<file path="src/rtl/seq_pkg.sv">
// Shared types and helpers for the serial front end feeding the sequence detector.
package seq_pkg;

  typedef enum logic {
    IDLE,
    SHIFT
  } state_t;

  localparam int DEFAULT_WIDTH = 8;

  // Bit-counter width; never narrower than one bit.
  function automatic int cnt_width(input int width);
    return (width <= 2) ? 1 : $clog2(width);
  endfunction

endpackage

</file>
<file path="src/rtl/bit_serializer_if.sv">
// Word handshake on the parallel side plus the qualified serial stream on the other.
interface bit_serializer_if #(
  parameter int WIDTH = seq_pkg::DEFAULT_WIDTH
);

  logic [WIDTH-1:0] data_in;
  logic             data_valid;
  logic             data_ready;
  logic             seq_bit;
  logic             seq_valid;
  logic             busy;
  logic             word_done;

  modport master (
    output data_in,
    output data_valid,
    input  data_ready,
    input  seq_bit,
    input  seq_valid,
    input  busy,
    input  word_done
  );

  modport slave (
    input  data_in,
    input  data_valid,
    output data_ready,
    output seq_bit,
    output seq_valid,
    output busy,
    output word_done
  );

endinterface

</file>
<file path="src/rtl/bit_serializer.sv">
// Parallel-to-serial shifter with a one-word holding buffer so consecutive words
// stream without an idle bit between them.
module bit_serializer
  import seq_pkg::*;
#(
  parameter int WIDTH     = DEFAULT_WIDTH,
  parameter bit MSB_FIRST = 1'b1,
  parameter bit IDLE_BIT  = 1'b0
) (
  input logic             clock,
  input logic             reset,
  bit_serializer_if.slave bus
);

  localparam int            CW   = cnt_width(WIDTH);
  localparam logic [CW-1:0] LAST = CW'(WIDTH - 1);

  state_t           state, state_nxt;
  logic [WIDTH-1:0] shreg, shreg_nxt;
  logic [WIDTH-1:0] hold, hold_nxt;
  logic             hold_full, hold_full_nxt;
  logic [CW-1:0]    cnt, cnt_nxt;
  logic [CW-1:0]    cnt_inc;
  logic             seq_bit, seq_bit_nxt;
  logic             seq_valid, seq_valid_nxt;
  logic             word_done, word_done_nxt;
  logic             data_ready;
  logic             accept;
  logic             load_en;
  logic [WIDTH-1:0] load_word;

  // The word is never physically shifted; cnt selects which bit is on the wire.
  function automatic logic pick_bit(input logic [WIDTH-1:0] word,
                                    input logic [CW-1:0]    idx);
    logic [CW-1:0] pos;
    pos = MSB_FIRST ? (LAST - idx) : idx;
    return word[pos];
  endfunction

  assign data_ready = reset && !hold_full;
  assign accept     = bus.data_valid && data_ready;
  assign cnt_inc    = cnt + 1'b1;

  always_comb begin
    state_nxt     = state;
    shreg_nxt     = shreg;
    hold_nxt      = hold;
    hold_full_nxt = hold_full;
    cnt_nxt       = cnt;
    seq_bit_nxt   = seq_bit;
    seq_valid_nxt = seq_valid;
    word_done_nxt = 1'b0;
    load_en       = 1'b0;
    load_word     = bus.data_in;

    case (state)
      IDLE: begin
        if (accept) begin
          load_en   = 1'b1;
          load_word = bus.data_in;
        end
      end
      SHIFT: begin
        if (cnt == LAST) begin
          // Last bit retiring: refill from hold first, then from the port, else go idle.
          if (hold_full) begin
            load_en       = 1'b1;
            load_word     = hold;
            hold_full_nxt = 1'b0;
          end else if (accept) begin
            load_en   = 1'b1;
            load_word = bus.data_in;
          end else begin
            state_nxt     = IDLE;
            seq_bit_nxt   = IDLE_BIT;
            seq_valid_nxt = 1'b0;
          end
        end else begin
          cnt_nxt       = cnt_inc;
          seq_bit_nxt   = pick_bit(shreg, cnt_inc);
          word_done_nxt = (cnt_inc == LAST);
          if (accept) begin
            hold_nxt      = bus.data_in;
            hold_full_nxt = 1'b1;
          end
        end
      end
    endcase

    if (load_en) begin
      state_nxt     = SHIFT;
      shreg_nxt     = load_word;
      cnt_nxt       = '0;
      seq_bit_nxt   = pick_bit(load_word, '0);
      seq_valid_nxt = 1'b1;
      word_done_nxt = 1'b0;
    end
  end

  always_ff @(posedge clock) begin
    if (!reset) begin
      state     <= IDLE;
      shreg     <= '0;
      hold      <= '0;
      hold_full <= 1'b0;
      cnt       <= '0;
      seq_bit   <= IDLE_BIT;
      seq_valid <= 1'b0;
      word_done <= 1'b0;
    end else begin
      state     <= state_nxt;
      shreg     <= shreg_nxt;
      hold      <= hold_nxt;
      hold_full <= hold_full_nxt;
      cnt       <= cnt_nxt;
      seq_bit   <= seq_bit_nxt;
      seq_valid <= seq_valid_nxt;
      word_done <= word_done_nxt;
    end
  end

  assign bus.data_ready = data_ready;
  assign bus.seq_bit    = seq_bit;
  assign bus.seq_valid  = seq_valid;
  assign bus.busy       = seq_valid;
  assign bus.word_done  = word_done;

endmodule

</file>
<file path="src/flat_wrapper.sv">
// flat-port wrapper written by rule: the top's interface ports become plain ports
module bit_serializer_flat import seq_pkg::*;
#(
  parameter int WIDTH     = DEFAULT_WIDTH,
  parameter bit MSB_FIRST = 1'b1,
  parameter bit IDLE_BIT  = 1'b0
)
  (clock, reset, bus_data_in, bus_data_valid, bus_data_ready, bus_seq_bit, bus_seq_valid, bus_busy, bus_word_done);
  bit_serializer_if #(.WIDTH(WIDTH)) bus_i ();
  input logic clock;
  input logic reset;
  input wire logic [$bits(bus_i.data_in)-1:0] bus_data_in;
  input wire logic [$bits(bus_i.data_valid)-1:0] bus_data_valid;
  output wire logic [$bits(bus_i.data_ready)-1:0] bus_data_ready;
  output wire logic [$bits(bus_i.seq_bit)-1:0] bus_seq_bit;
  output wire logic [$bits(bus_i.seq_valid)-1:0] bus_seq_valid;
  output wire logic [$bits(bus_i.busy)-1:0] bus_busy;
  output wire logic [$bits(bus_i.word_done)-1:0] bus_word_done;
  assign bus_i.data_in = bus_data_in;
  assign bus_i.data_valid = bus_data_valid;
  assign bus_data_ready = bus_i.data_ready;
  assign bus_seq_bit = bus_i.seq_bit;
  assign bus_seq_valid = bus_i.seq_valid;
  assign bus_busy = bus_i.busy;
  assign bus_word_done = bus_i.word_done;
  bit_serializer #(.WIDTH(WIDTH), .MSB_FIRST(MSB_FIRST), .IDLE_BIT(IDLE_BIT)) u_core (.clock(clock), .reset(reset), .bus(bus_i));
endmodule
</file>
<file path="config.mk">
export PLATFORM = sky130hd
export DESIGN_NAME = bit_serializer_flat
export DESIGN_NICKNAME = d
export VERILOG_FILES = /design/src/rtl/seq_pkg.sv /design/src/rtl/bit_serializer_if.sv /design/src/rtl/bit_serializer.sv /design/src/flat_wrapper.sv
export SDC_FILE = /design/constraint.sdc
export NUM_CORES = 1
export LEC_CHECK = 0
export CAP_MARGIN = 20
export CORE_MARGIN = 4
export CORE_UTILIZATION = 25
export CTS_BUF_LIST = sky130_fd_sc_hd__clkbuf_8
export DETAILED_ROUTE_END_ITERATION = 12
export SYNTH_ARGS = -nofsm -noshare
export SYNTH_HDL_FRONTEND = slang
export SYNTH_SLANG_ARGS = --single-unit
</file>
<file path="constraint.sdc">
create_clock -name clock -period 2.3 [get_ports clock]
set_input_delay 0.69 -clock clock [delete_from_list [all_inputs] [get_ports clock]]
set_output_delay 0.69 -clock clock [all_outputs]
set_load 0.05 [all_outputs]
</file>
==> flow_metrics.env <==
export IMPL_synth_area_per_cell_um2=9.70
export IMPL_antenna_found_initial=0
export IMPL_pre_cts_slack_ns=0.0196
export IMPL_num_fill_cells=466
export IMPL_final_cells=185
export IMPL_p_leak_nw=0.578
export IMPL_grt_pass1_vias=810
export IMPL_power_frac_comb=0.196
export IMPL_core_area_um2=4380
export IMPL_reg2reg_depth=7
export IMPL_cp_data_required_time_ns=1.61
export IMPL_die_w_um=75.4
export IMPL_num_io_pins=16
export IMPL_drc_errors=0
export IMPL_cp_end_kind="output port"
export IMPL_finalCritPeriodShare=0.962
export IMPL_postSynth_asyncResetShare=0
export IMPL_vias=850
export IMPL_wl_per_cell_um=10.9
export IMPL_syn_area_um2=1130
export IMPL_yosysUniqueCellTypes=31
export IMPL_ys_flop_type="dfxtp_1"
export IMPL_switching_share=0.266
export IMPL_drive_gt1_frac=0.120
export IMPL_max_cap_violations=0
export IMPL_status="completed"
export IMPL_cts_path_max_buffers=2
export IMPL_rows=24
export IMPL_hpwl_um=1540
export IMPL_synth_edff_count=0
export IMPL_start_kind="input pin"
export IMPL_synthToLayoutAreaGrowth_pct=25.1
export IMPL_p_int_mw=0.686
export IMPL_finalWorstSetupSlack_ns=0.0877
export IMPL_hold_depth=2
export IMPL_die_h_um=75.4
export IMPL_cts_root_buf="clkbuf_8"
export IMPL_max_freq_ghz=0.452
export IMPL_dieArea_um2=5680
export IMPL_utilization=0.324
export IMPL_n_antenna_cell=0
export IMPL_p_sw_mw=0.249
export IMPL_ir_drop_v=0.000209
export IMPL_vias_per_cell=4.59
export IMPL_start_util=0.259
export IMPL_dr_pass1_iters=4
export IMPL_ys_seq_elements=24
export IMPL_cts_tree="yes"
export IMPL_grt_total_usage=0.0859
export IMPL_path_clk_slew_ns=0.08
export IMPL_dr_first_iter_drc_count=41
export IMPL_hp_class="register to register"
export IMPL_place_port_buffers=15
export IMPL_grt_max_degree=18
export IMPL_htree_levels=1
export IMPL_netlist_instances=117
export IMPL_final_antenna_net_count=0
export IMPL_finalHoldViolCount=0
export IMPL_yosysWarnings=0
export IMPL_slew_violations=0
export IMPL_finalWirelength_um=2020
export IMPL_grt_overflow_total=0
export IMPL_crit_type="input pin to output port"
export IMPL_critPathArrivalTime_ns=1.52
export IMPL_relSlewSlack=0.673
export IMPL_postCtsSetupRepairBufs=0
export IMPL_numCtsBuffers=3
export IMPL_gp_congestion=0.764
export IMPL_crit_fanout=2
export IMPL_dp_cells=181
export IMPL_fin_nets=148
export IMPL_synthesis_nets=131
export IMPL_worst_slew_pin_slew_ns=0.489
export IMPL_clock_skew_final_ns=0.00561
export IMPL_grt_pass1_wl_um=3680
export IMPL_rsz0062_at_grt="no"
export IMPL_setup_tns_final_ns=0
export IMPL_pwr_share_seq=0.496
export IMPL_clk_latency_ns=0.27
export IMPL_clock_sinks=24
export IMPL_p_clk_frac=0.307
export IMPL_min_period_ns=2.21
export IMPL_synth_seq_area_share=0.423
export IMPL_p_per_area_nw_per_um2=658
export IMPL_fin_total_pwr_mw=0.934
export IMPL_setup_viol=0
layout by cell type (no fill, tap or decap), types with 3 or more instances in the layout:
| cell type | Yosys | layout |
|---|---|---|
| dfxtp_1 | 24 | 24 |
| nor2_1 | 23 | 22 |
| mux2i_1 | 18 | 18 |
| clkdlybuf4s50_1 | 0 | 14 |
| a211oi_1 | 8 | 8 |
| nand2_1 | 5 | 5 |
| a21oi_1 | 4 | 4 |
| clkbuf_8 | 0 | 4 |
| ha_1 | 3 | 3 |
| buf_12 | 0 | 3 |
metal layers:
layer / part of all wire / GRT usage / up-vias / wire length [um]
met5: 0 / 0 / - / 0
met4: 0.021 / 0.0466 / 0 / 42
met3: 0.069 / 0.0251 / 3 / 140
met2: 0.43 / 0.127 / 19 / 877
met1: 0.48 / 0.113 / 385 / 962
li1: - / - / 443 / -
logic make-up (layout without fill, tap and decap cells):
| logic type | Yosys count | count (layout) | synth area share |
|---|---|---|---|
| xor+xnor | 1 | 1 | 0.00772 |
| buf+inv | 10 | 26 | 0.0606 |
| fa+ha+maj | 3 | 3 | 0.0331 |
| mux | 19 | 19 | 0.179 |
| compound gates | 18 | 18 | 0.108 |
| simple gates | 42 | 42 | 0.189 |
| flops | 24 | 24 | 0.423 |
path summary, 6_finish.rpt:
path,start,endpoint,slack (ns)
setup / recovery,reset,bus_data_ready,0.09
hold / removal,u_core.hold[0],u_core.hold[0],0.49
setup reg to reg,u_core.cnt[0],u_core.hold[6],0.43
hold reg to reg,u_core.hold[0],u_core.hold[0],0.49
synth_stat cells (2+ instances only):
cell	n	area (um2)
mux2i_1	18	180
buf_6	3	33.8
buf_4	2	15.0
ha_1	3	37.5
dfxtp_1	24	480
nor2b_1	2	12.5
nand2b_1	2	12.5
nand3_1	2	10.0
a31oi_1	2	12.5
a21oi_1	4	20.0
inv_1	2	7.51
a211oi_1	8	60.1
nand2_1	5	18.8
nor2_1	23	86.3
final cells by class:
cell class / count / area, um2 / share of cell area
multi-input cells: 83 / 593 / 0.418
flip-flops and latches: 24 / 480 / 0.338
repair buffers: 19 / 215 / 0.152
well taps: 52 / 65.1 / 0.0458
clock buffers: 4 / 55.1 / 0.0388
inverters: 3 / 11.3 / 0.00793
power groups by stage:
stage	combinational, mW	sequential (mW)	clock [mW]
final	0.184	0.464	0.287
after global routing	0.203	0.469	0.326
after CTS	0.185	0.464	0.302
after detailed placement	0.184	0.473	0
after global placement	0.182	0.472	0
after floorplan	0.123	0.477	0
per-stage QoR:
stage,cell area (um2),hold slack [ns]
2_1_floorplan,1140,0.460
3_3_place_gp,1360,0.473
3_5_place_dp,1360,0.482
4_1_cts,1420,0.502
5_1_grt,1420,0.530
6_report,1420,0.494
registers in the layout, summed over array words and instances, names as in the netlist:
signal                cells
u_core.state              1
u_core.bus.seq_bit        1
u_core.hold_full          1
u_core.bus.word_done      1
u_core.shreg              8
u_core.hold               8
u_core.cnt                3
u_core.bus.busy           1
critical path, cell delays in order:
cell	delay [ns]
clkdlybuf4s50_1	0.52
inv_2	0.07
nor2_4	0.10
buf_12	0.14
what timing repair did:
item,in CTS,in global routing
gates resized for setup,0,2
hold buffers,0,0
endpoints found under the setup margin,0,1
No activity file was read; power rests on OpenSTA's default activity.
